**config.mk**
```make
export PLATFORM = sky130hd
export DESIGN_NAME = fft_reorder
export DESIGN_NICKNAME = d
export VERILOG_FILES = /design/src/rtl/fft_reorder.sv
export SDC_FILE = /design/constraint.sdc
export NUM_CORES = 1
export LEC_CHECK = 0
export BUFFER_PORTS_ARGS = -buffer_cell sky130_fd_sc_hd__clkbuf_2
export CAP_MARGIN = 20
export CORE_AREA = 8 8 103 105
export CTS_CLUSTER_SIZE = 40
export DETAILED_ROUTE_END_ITERATION = 16
export DIE_AREA = 0 0 111 113
export GPL_TIMING_DRIVEN = 0
export PLACE_DENSITY_LB_ADDON = 0.05
export SYNTH_ARGS = -nofsm -noshare
export SYNTH_HDL_FRONTEND = slang
export SYNTH_SLANG_ARGS = --single-unit
```
**constraint.sdc**
```tcl
create_clock -name clk -period 3.8 [get_ports clk]
set_input_delay 0.76 -clock clk [delete_from_list [all_inputs] [get_ports clk]]
set_output_delay 0.76 -clock clk [all_outputs]
set_load 0.05 [all_outputs]
```
**src/rtl/fft_reorder.sv**
```systemverilog
// ============================================================================
//  Module   : fft_reorder
//  Purpose  : Ping-pong reorder buffer after the last FFT stage; re-emits
//             each frame in natural order. Macro FFT_REORDER_BITREV_EN
//             enables bit-reversed write addressing (else a frame delay line).
//  Revision : 1.0  initial release
// ============================================================================
`default_nettype none

module fft_reorder #(
   parameter int DBW = 4,
   parameter int CBW = 3
) (
   input  logic               clk,
   input  logic               rst,
   input  logic [CBW-1:0]     cnt,
   input  logic [2*DBW-1:0]   din,
   output logic [2*DBW-1:0]   dout,
   output logic               dout_valid,
   output logic               dout_first
);

   localparam int             N      = 1 << CBW;
   localparam logic [CBW-1:0] C_LAST = CBW'(N - 1);
   localparam logic [CBW-1:0] C_ZERO = '0;

   typedef enum logic [1:0] {
      S_WAIT   = 2'd0,
      S_FILL   = 2'd1,
      S_STREAM = 2'd2
   } state_t;

   state_t           r_state;
   state_t           w_next_state;
   logic             r_wbank;
   logic             w_rbank;
   logic             w_wr_en;
   logic             w_rd_en;
   logic             w_toggle;
   logic [CBW-1:0]   w_waddr;
   logic [2*DBW-1:0] r_mem [2][N];

   assign w_rbank = ~r_wbank;

`ifdef FFT_REORDER_BITREV_EN
   for (genvar i = 0; i < CBW; i++) begin : g_bitrev
      assign w_waddr[i] = cnt[CBW-1-i];
   end
`else
   assign w_waddr = cnt;
`endif

   // Writes and bank toggles share the cnt==N-1 edge; the last write still
   // lands in the old bank because r_wbank is sampled before it flips.
   always_comb begin
      w_next_state = r_state;
      w_wr_en      = 1'b0;
      w_rd_en      = 1'b0;
      w_toggle     = 1'b0;
      case (r_state)
         S_WAIT: begin
            if (cnt == C_ZERO) begin
               w_wr_en      = 1'b1;
               w_next_state = S_FILL;
            end
         end
         S_FILL: begin
            w_wr_en = 1'b1;
            if (cnt == C_LAST) begin
               w_toggle     = 1'b1;
               w_next_state = S_STREAM;
            end
         end
         S_STREAM: begin
            w_wr_en = 1'b1;
            w_rd_en = 1'b1;
            if (cnt == C_LAST) begin
               w_toggle = 1'b1;
            end
         end
         default: begin
            w_next_state = S_WAIT;
         end
      endcase
   end

   always_ff @(posedge clk or posedge rst) begin
      if (rst) begin
         r_state <= S_WAIT;
         r_wbank <= 1'b0;
      end else begin
         r_state <= w_next_state;
         if (w_toggle) begin
            r_wbank <= ~r_wbank;
         end
      end
   end

   // Output register: dout holds its last value outside STREAM.
   always_ff @(posedge clk or posedge rst) begin
      if (rst) begin
         dout       <= '0;
         dout_valid <= 1'b0;
         dout_first <= 1'b0;
      end else begin
         dout_valid <= w_rd_en;
         dout_first <= w_rd_en && (cnt == C_ZERO);
         if (w_rd_en) begin
            dout <= r_mem[w_rbank][cnt];
         end
      end
   end

   always_ff @(posedge clk) begin
      if (w_wr_en) begin
         r_mem[r_wbank][w_waddr] <= din;
      end
   end

endmodule

`default_nettype wire

```
Word level (Yosys, flattened, before mapping)
Memories as Yosys holds them, arrays and structs flattened.
Cells that the tools add are included.
- register bits after elaboration: 13
- memory bits (writable): 128
- bits of input ports: 13
- output and inout bits: 10
- memories kept: 1
- $lt $le $gt $ge: 2
- equality and inequality tests: 5
- multiplexer cells: 15
- bitwise gates (word level): 3
- reduce and logical (&&, ||, !) cells: 6
- memories (memory ; words ; bits a word ; rd ports ; clocked after memory_dff ; wr ports ; RTL line ; text):
    r_mem ; 2 ; 64 ; 1 ; 0 ; 1 ; 41 ; logic [2*DBW-1:0] r_mem [2][N];
- operators by type and width (operator ; count):
    64-bit 2-to-1 mux ; 1
    8-bit binary-select mux with 3-bit select ; 1
    8-bit demux with 3-bit select ; 1
    8-bit 2-to-1 mux ; 3
    2-bit case mux with 3 select lines ; 1
    1-bit 2-to-1 mux ; 5
    4-bit >= comparator, second input constant ; 1
    4-bit by 1-bit < comparator with 1-bit output, second input constant ; 1
    2-bit 2-to-1 mux ; 2
    2-bit != test, second input constant ; 2
    3-bit NOT with 4-bit output ; 1
    3-bit == test, second input constant ; 1
    3-bit zero test ; 1
    3-bit AND reduction ; 1
    2-bit by 1-bit == test with 1-bit output, second input constant ; 1
    2-bit == test, second input constant ; 1
    1-bit logical AND ; 2
    2-bit zero test ; 1
    1-bit NOT ; 2
    1-bit case mux with 2 select lines ; 1
    2-bit OR reduction ; 1

Logic depth before layout (Yosys ltp)
- word-level depth: 6
- depth in mapped cells: 7
- mapped depth without buffers: 5

Worst setup path after synthesis
No wires, ideal clock.
- path type: input-to-reg
- start point: input cnt[0]
- end point: memory r_mem[0][48] (netlist name), enable pin
- setup time: 370 ps
- data arrival time: 1894 ps
- required time: 3430 ps
- path slack: 1535 ps
- stages on the path: 5
- buffers on the path: 2
- path through: buf_4 -> buf_2 -> nand2_1 -> or3_1 -> nor2_1
- cells in the longest elaborated chain, start to end: 6
- elaborated cells on any way between the ends: 11
- those cells by class: 2 x order compare; 6 x mux; 1 x bitwise; 2 x reduce/logical
- ends and longest elaborated chain (what ; RTL line ; text):
    start: declaration ; 16 ; input logic [CBW-1:0] cnt,
    3-bit NOT with 4-bit output (implied by the code) ; 116 ; r_mem[r_wbank][w_waddr] <= din;
    4-bit >= comparator (implied by the code) / 4-bit by 1-bit < comparator with 1-bit output (equally long branches) ; 116 ;
    1-bit logical AND (implied by the code) ; 116 ;
    8-bit 2-to-1 mux (implied by the code) ; 116 ;
    8-bit demux with 3-bit select ; 116 ;
    64-bit 2-to-1 mux (implied by the code) (*) ; 116 ;
    end: declaration ; 41 ;
Every way passes the cells marked *; elsewhere a longest branch is shown, timed or not.

Worst setup path after layout
- start point: register r_wbank
- end point: memory r_mem[0][44] (netlist name), enable pin
- RTL lines (what ; RTL line ; text):
    start: declaration ; 35 ; logic r_wbank;
    start signal: assignment ; 94 ; r_wbank <= ~r_wbank;
Straight into the memory's write port.

==> flow_metrics.py <==
metrics = {
    "run_status": {
        "outcome": "finished, final reports clean",
    },
    "placement": {
        "post-place-ws_ps": 853.6,
        "placed_cells": 449,
        "dp_hpwl_um": 7535,
        "portBuffers": 20,
        "place_congestion": 0.8366,
        "place_area_um2": 5911,
    },
    "drt": {
        "vias_per_cell": 6.235,
        "drt_wl_total_um": 11820,
        "dr.pass1.iters": 5,
        "drc_errors": 0,
        "ant_nets": 0,
        "wire_per_inst_um": 24.58,
        "drt_iter0_drc": 236,
        "num_vias": 2999,
    },
    "power": {
        "cellPowerDensity_nw_per_um2": 687.3,
        "p_clk_share_pct": 36.2,
        "p_seq_share_pct": 42.2,
        "p_int_w": 0.003196,
        "switchingPower_w": 0.001269,
        "switching_share_pct": 28.42,
        "ir_drop_uv": 560.7,
        "comb_power_share_pct": 21.6,
        "power.leakage_nw": 2.273,
    },
    "synth": {
        "synthArstFlopShare_pct": 9.220,
        "synth.net_count": 335,
        "ys_ff_latch": 141,
        "syn_avg_cell_area_um2": 17.84,
        "synth_top_family_by_area": "multiplexers",
        "synth-seq-area-share_pct": 73.51,
        "yosys.cell_types.count": 41,
        "synth_area_um2": 5672,
        "synth_mux_area_share_pct": 12.80,
        "synth-compound-area-share_pct": 4.324,
        "synthSimpleGateAreaFrac_pct": 5.383,
        "ys_warn_count": 0,
        "synth_cells": 318,
        "synth_top_flop_cell": "edfxtp_1",
        "synth_xor_area_share_pct": 0.1544,
        "synthAdderAreaFrac_pct": 0.8824,
        "synth_edf_count": 128,
    },
    "floorplanning": {
        "fp.coreArea_um2": 8977,
        "die_y_um": 113,
        "die_area_um2": 12540,
        "io_pins": 23,
        "die_x_um": 111,
        "initial_core_util_pct": 63.18,
        "row_count": 35,
    },
    "clocking": {
        "cts_setup_buffers": 0,
        "clockBufferDepth": 2,
        "worstSkewPairLatency_ps": 510,
        "cts_sinks": 141,
        "cts-htree-levels": 4,
        "root_buffer": "clkbuf_8",
        "ctsHoldBuffers": 0,
        "cts_tree": "built",
        "cts_buffers": 17,
        "ctsResizeCount": 0,
        "clk_pin_slew_ps": 60,
    },
    "grt": {
        "grt_max_degree": 17,
        "track_usage_pct": 19.43,
        "antenna_found_initial": 0,
        "grt_pass1_wl_um": 17880,
        "grt_pass1_vias": 3192,
        "grt_overflow": 0,
    },
    "timing": {
        "setup_viol": 0,
        "min_period_ps": 2510,
        "setup_tns_ps": 0,
        "slew_violations": 0,
        "relSlewSlack_pct": 34.27,
        "max_freq_mhz": 398.4,
        "fin_crit_sh_pct": 66.06,
        "tightest_slew_ps": 982.4,
        "clock-skew-final_ps": 6.338,
        "fin_ws_ps": 1290,
        "hold_viol_final": 0,
        "rsz0062_at_grt": "false",
    },
    "final_layout": {
        "register_area_um2": 4169,
        "areaGrowthSynthToFinish_pct": 14.56,
        "n_antenna_cell": 0,
        "fill_cells": 546,
        "nets": 374,
        "multi_input_area_um2": 1335,
        "stdcell_count": 481,
        "postLayoutCellArea_um2": 6497,
        "layout-drive-gt1-share_pct": 21.08,
    },
    "setup_path": {
        "slowest_delay_ps": 760,
        "crit_arrival_ps": 2640,
        "required_ps": 3930,
        "cp_top_family": "simple AND/OR/NAND/NOR gates",
        "crit_chain": "buf_6 -> buf_12 -> buf_8 -> or4_4 -> nor2_1",
        "endpoint_kind": "register",
        "critPathMaxFanout": 10,
        "critPathLaunchType": "register",
        "criticalPathCategory": "reg2reg",
        "path_buf_inv": 3,
        "cpMaxStageDelayCell": "nor2_1",
    },
    "min_path": {
        "hp-class": "in2async",
    },
    "job": {
        "maxCapViolCount": 0,
    },
}
-- cell type report --
type / count / area share [%]
inverter: 6 / 0.3466
tap: 111 / 2.137
multi-input combinational: 153 / 20.55
clock inverter: 14 / 2.600
clock buffer: 18 / 6.432
timing repair buffer: 20 / 1.541
buffer: 18 / 2.234
sequential: 141 / 64.16
-- through the flow --
stage | utilization (%) | power (W) | hold slack (ps)
after detailed placement | 65.84 | 0.002871 | 536.3
after floorplan | - | 0.002624 | 531.2
after global routing | 72.38 | 0.004617 | 324.0
after global placement | 65.84 | 0.002850 | 518.9
final | 72.38 | 0.004466 | 289.4
after CTS | 72.38 | 0.004483 | 289.8
-- path summary, 6_finish.rpt --
check	startpoint	endpoint	slack (ps)	cells past startpoint
setup / recovery	r_wbank$_DFFE_PP0P_	r_mem[0][44]$_DFFE_PP_	1290	5
hold / removal	rst	r_state[0]$_DFFE_PP0P_	290	2
setup reg to reg	r_wbank$_DFFE_PP0P_	r_mem[0][44]$_DFFE_PP_	1290	5
hold reg to reg	dout[3]$_DFFE_PP0N_	dout[3]$_DFFE_PP0N_	570	2
max in group asynchronous	rst	dout[7]$_DFFE_PP0N_	3130	2
min in group clk	dout[3]$_DFFE_PP0N_	dout[3]$_DFFE_PP0N_	570	2
-- power by group through the flow --
stage               registers (W)  logic (W)  clock network (W)
CTS                       0.00188   0.000966            0.00164
finish                    0.00188   0.000965            0.00162
global placement          0.00191   0.000944                  0
detailed placement        0.00191   0.000959                  0
floorplan                 0.00206   0.000561                  0
global route              0.00189    0.00102            0.00170
-- cells by family (layout without fill, tap and decap cells) --
group / count (synthesis) / count (layout)
and+or+nand+nor: 59 / 59
buffers and inverters: 24 / 76
xor gates and xnor gates: 1 / 1
AOI/OAI and AO/OA: 38 / 38
adders and majority gates: 4 / 4
muxes: 51 / 51
DFF: 141 / 141
-- cells in the mapped netlist, types with 2 or more instances --
library cell,number,area share (%)
mux4_2,8,3.2
o22ai_1,12,1.3
a22oi_1,4,0.53
o32ai_1,3,0.46
or3b_2,2,0.31
nand3_1,2,0.18
nand2_1,3,0.20
edfxtp_1,128,68
a21oi_1,9,0.79
buf_6,4,0.79
inv_1,6,0.40
or3_1,3,0.33
mux2i_1,35,6.2
buf_4,4,0.53
nor3_1,7,0.62
a31oi_1,4,0.44
clkbuf_1,4,0.26
o21ai_0,2,0.18
buf_2,4,0.35
mux4_1,7,3.2
dfrtp_1,13,5.7
o311ai_0,2,0.31
nor2_1,27,1.8
ha_1,4,0.88
nor2b_1,2,0.22
nand2b_1,4,0.44
-- sequential cells by signal, indices dropped and copies added (netlist names) --
| signal | cells |
|---|---|
| r_state | 2 |
| r_mem | 128 |
| r_wbank | 1 |
| dout_valid | 1 |
| dout | 8 |
| dout_first | 1 |
-- layout by cell type (no fill, tap or decap), drive strengths merged, types with 2 or more instances in the layout --
cell,n
nor2,27
or3,4
a21oi,9
bufinv,3
o21ai,2
o22ai,12
a31oi,4
inv,8
mux2i,35
nor2b,2
or3b,3
o311ai,2
edfxtp,128
o32ai,3
clkbuf,42
ha,4
or4,2
dfrtp,13
mux4,15
clkinvlp,4
nand2,3
nand2b,4
buf,14
a22oi,4
nor3,7
clkinv,5
nand3,2
-- layer usage --
| metal | up-vias | GRT usage [%] | share of wire [%] |
|---|---|---|---|
| met3 | 19 | 7.302 | 8.0 |
| met5 | - | 0 | 0 |
| li1 | 1347 | - | - |
| met4 | 0 | 7.838 | 1.7 |
| met2 | 137 | 32.27 | 51 |
| met1 | 1496 | 22.30 | 39 |
No activity file was read; power rests on OpenSTA's default activity.
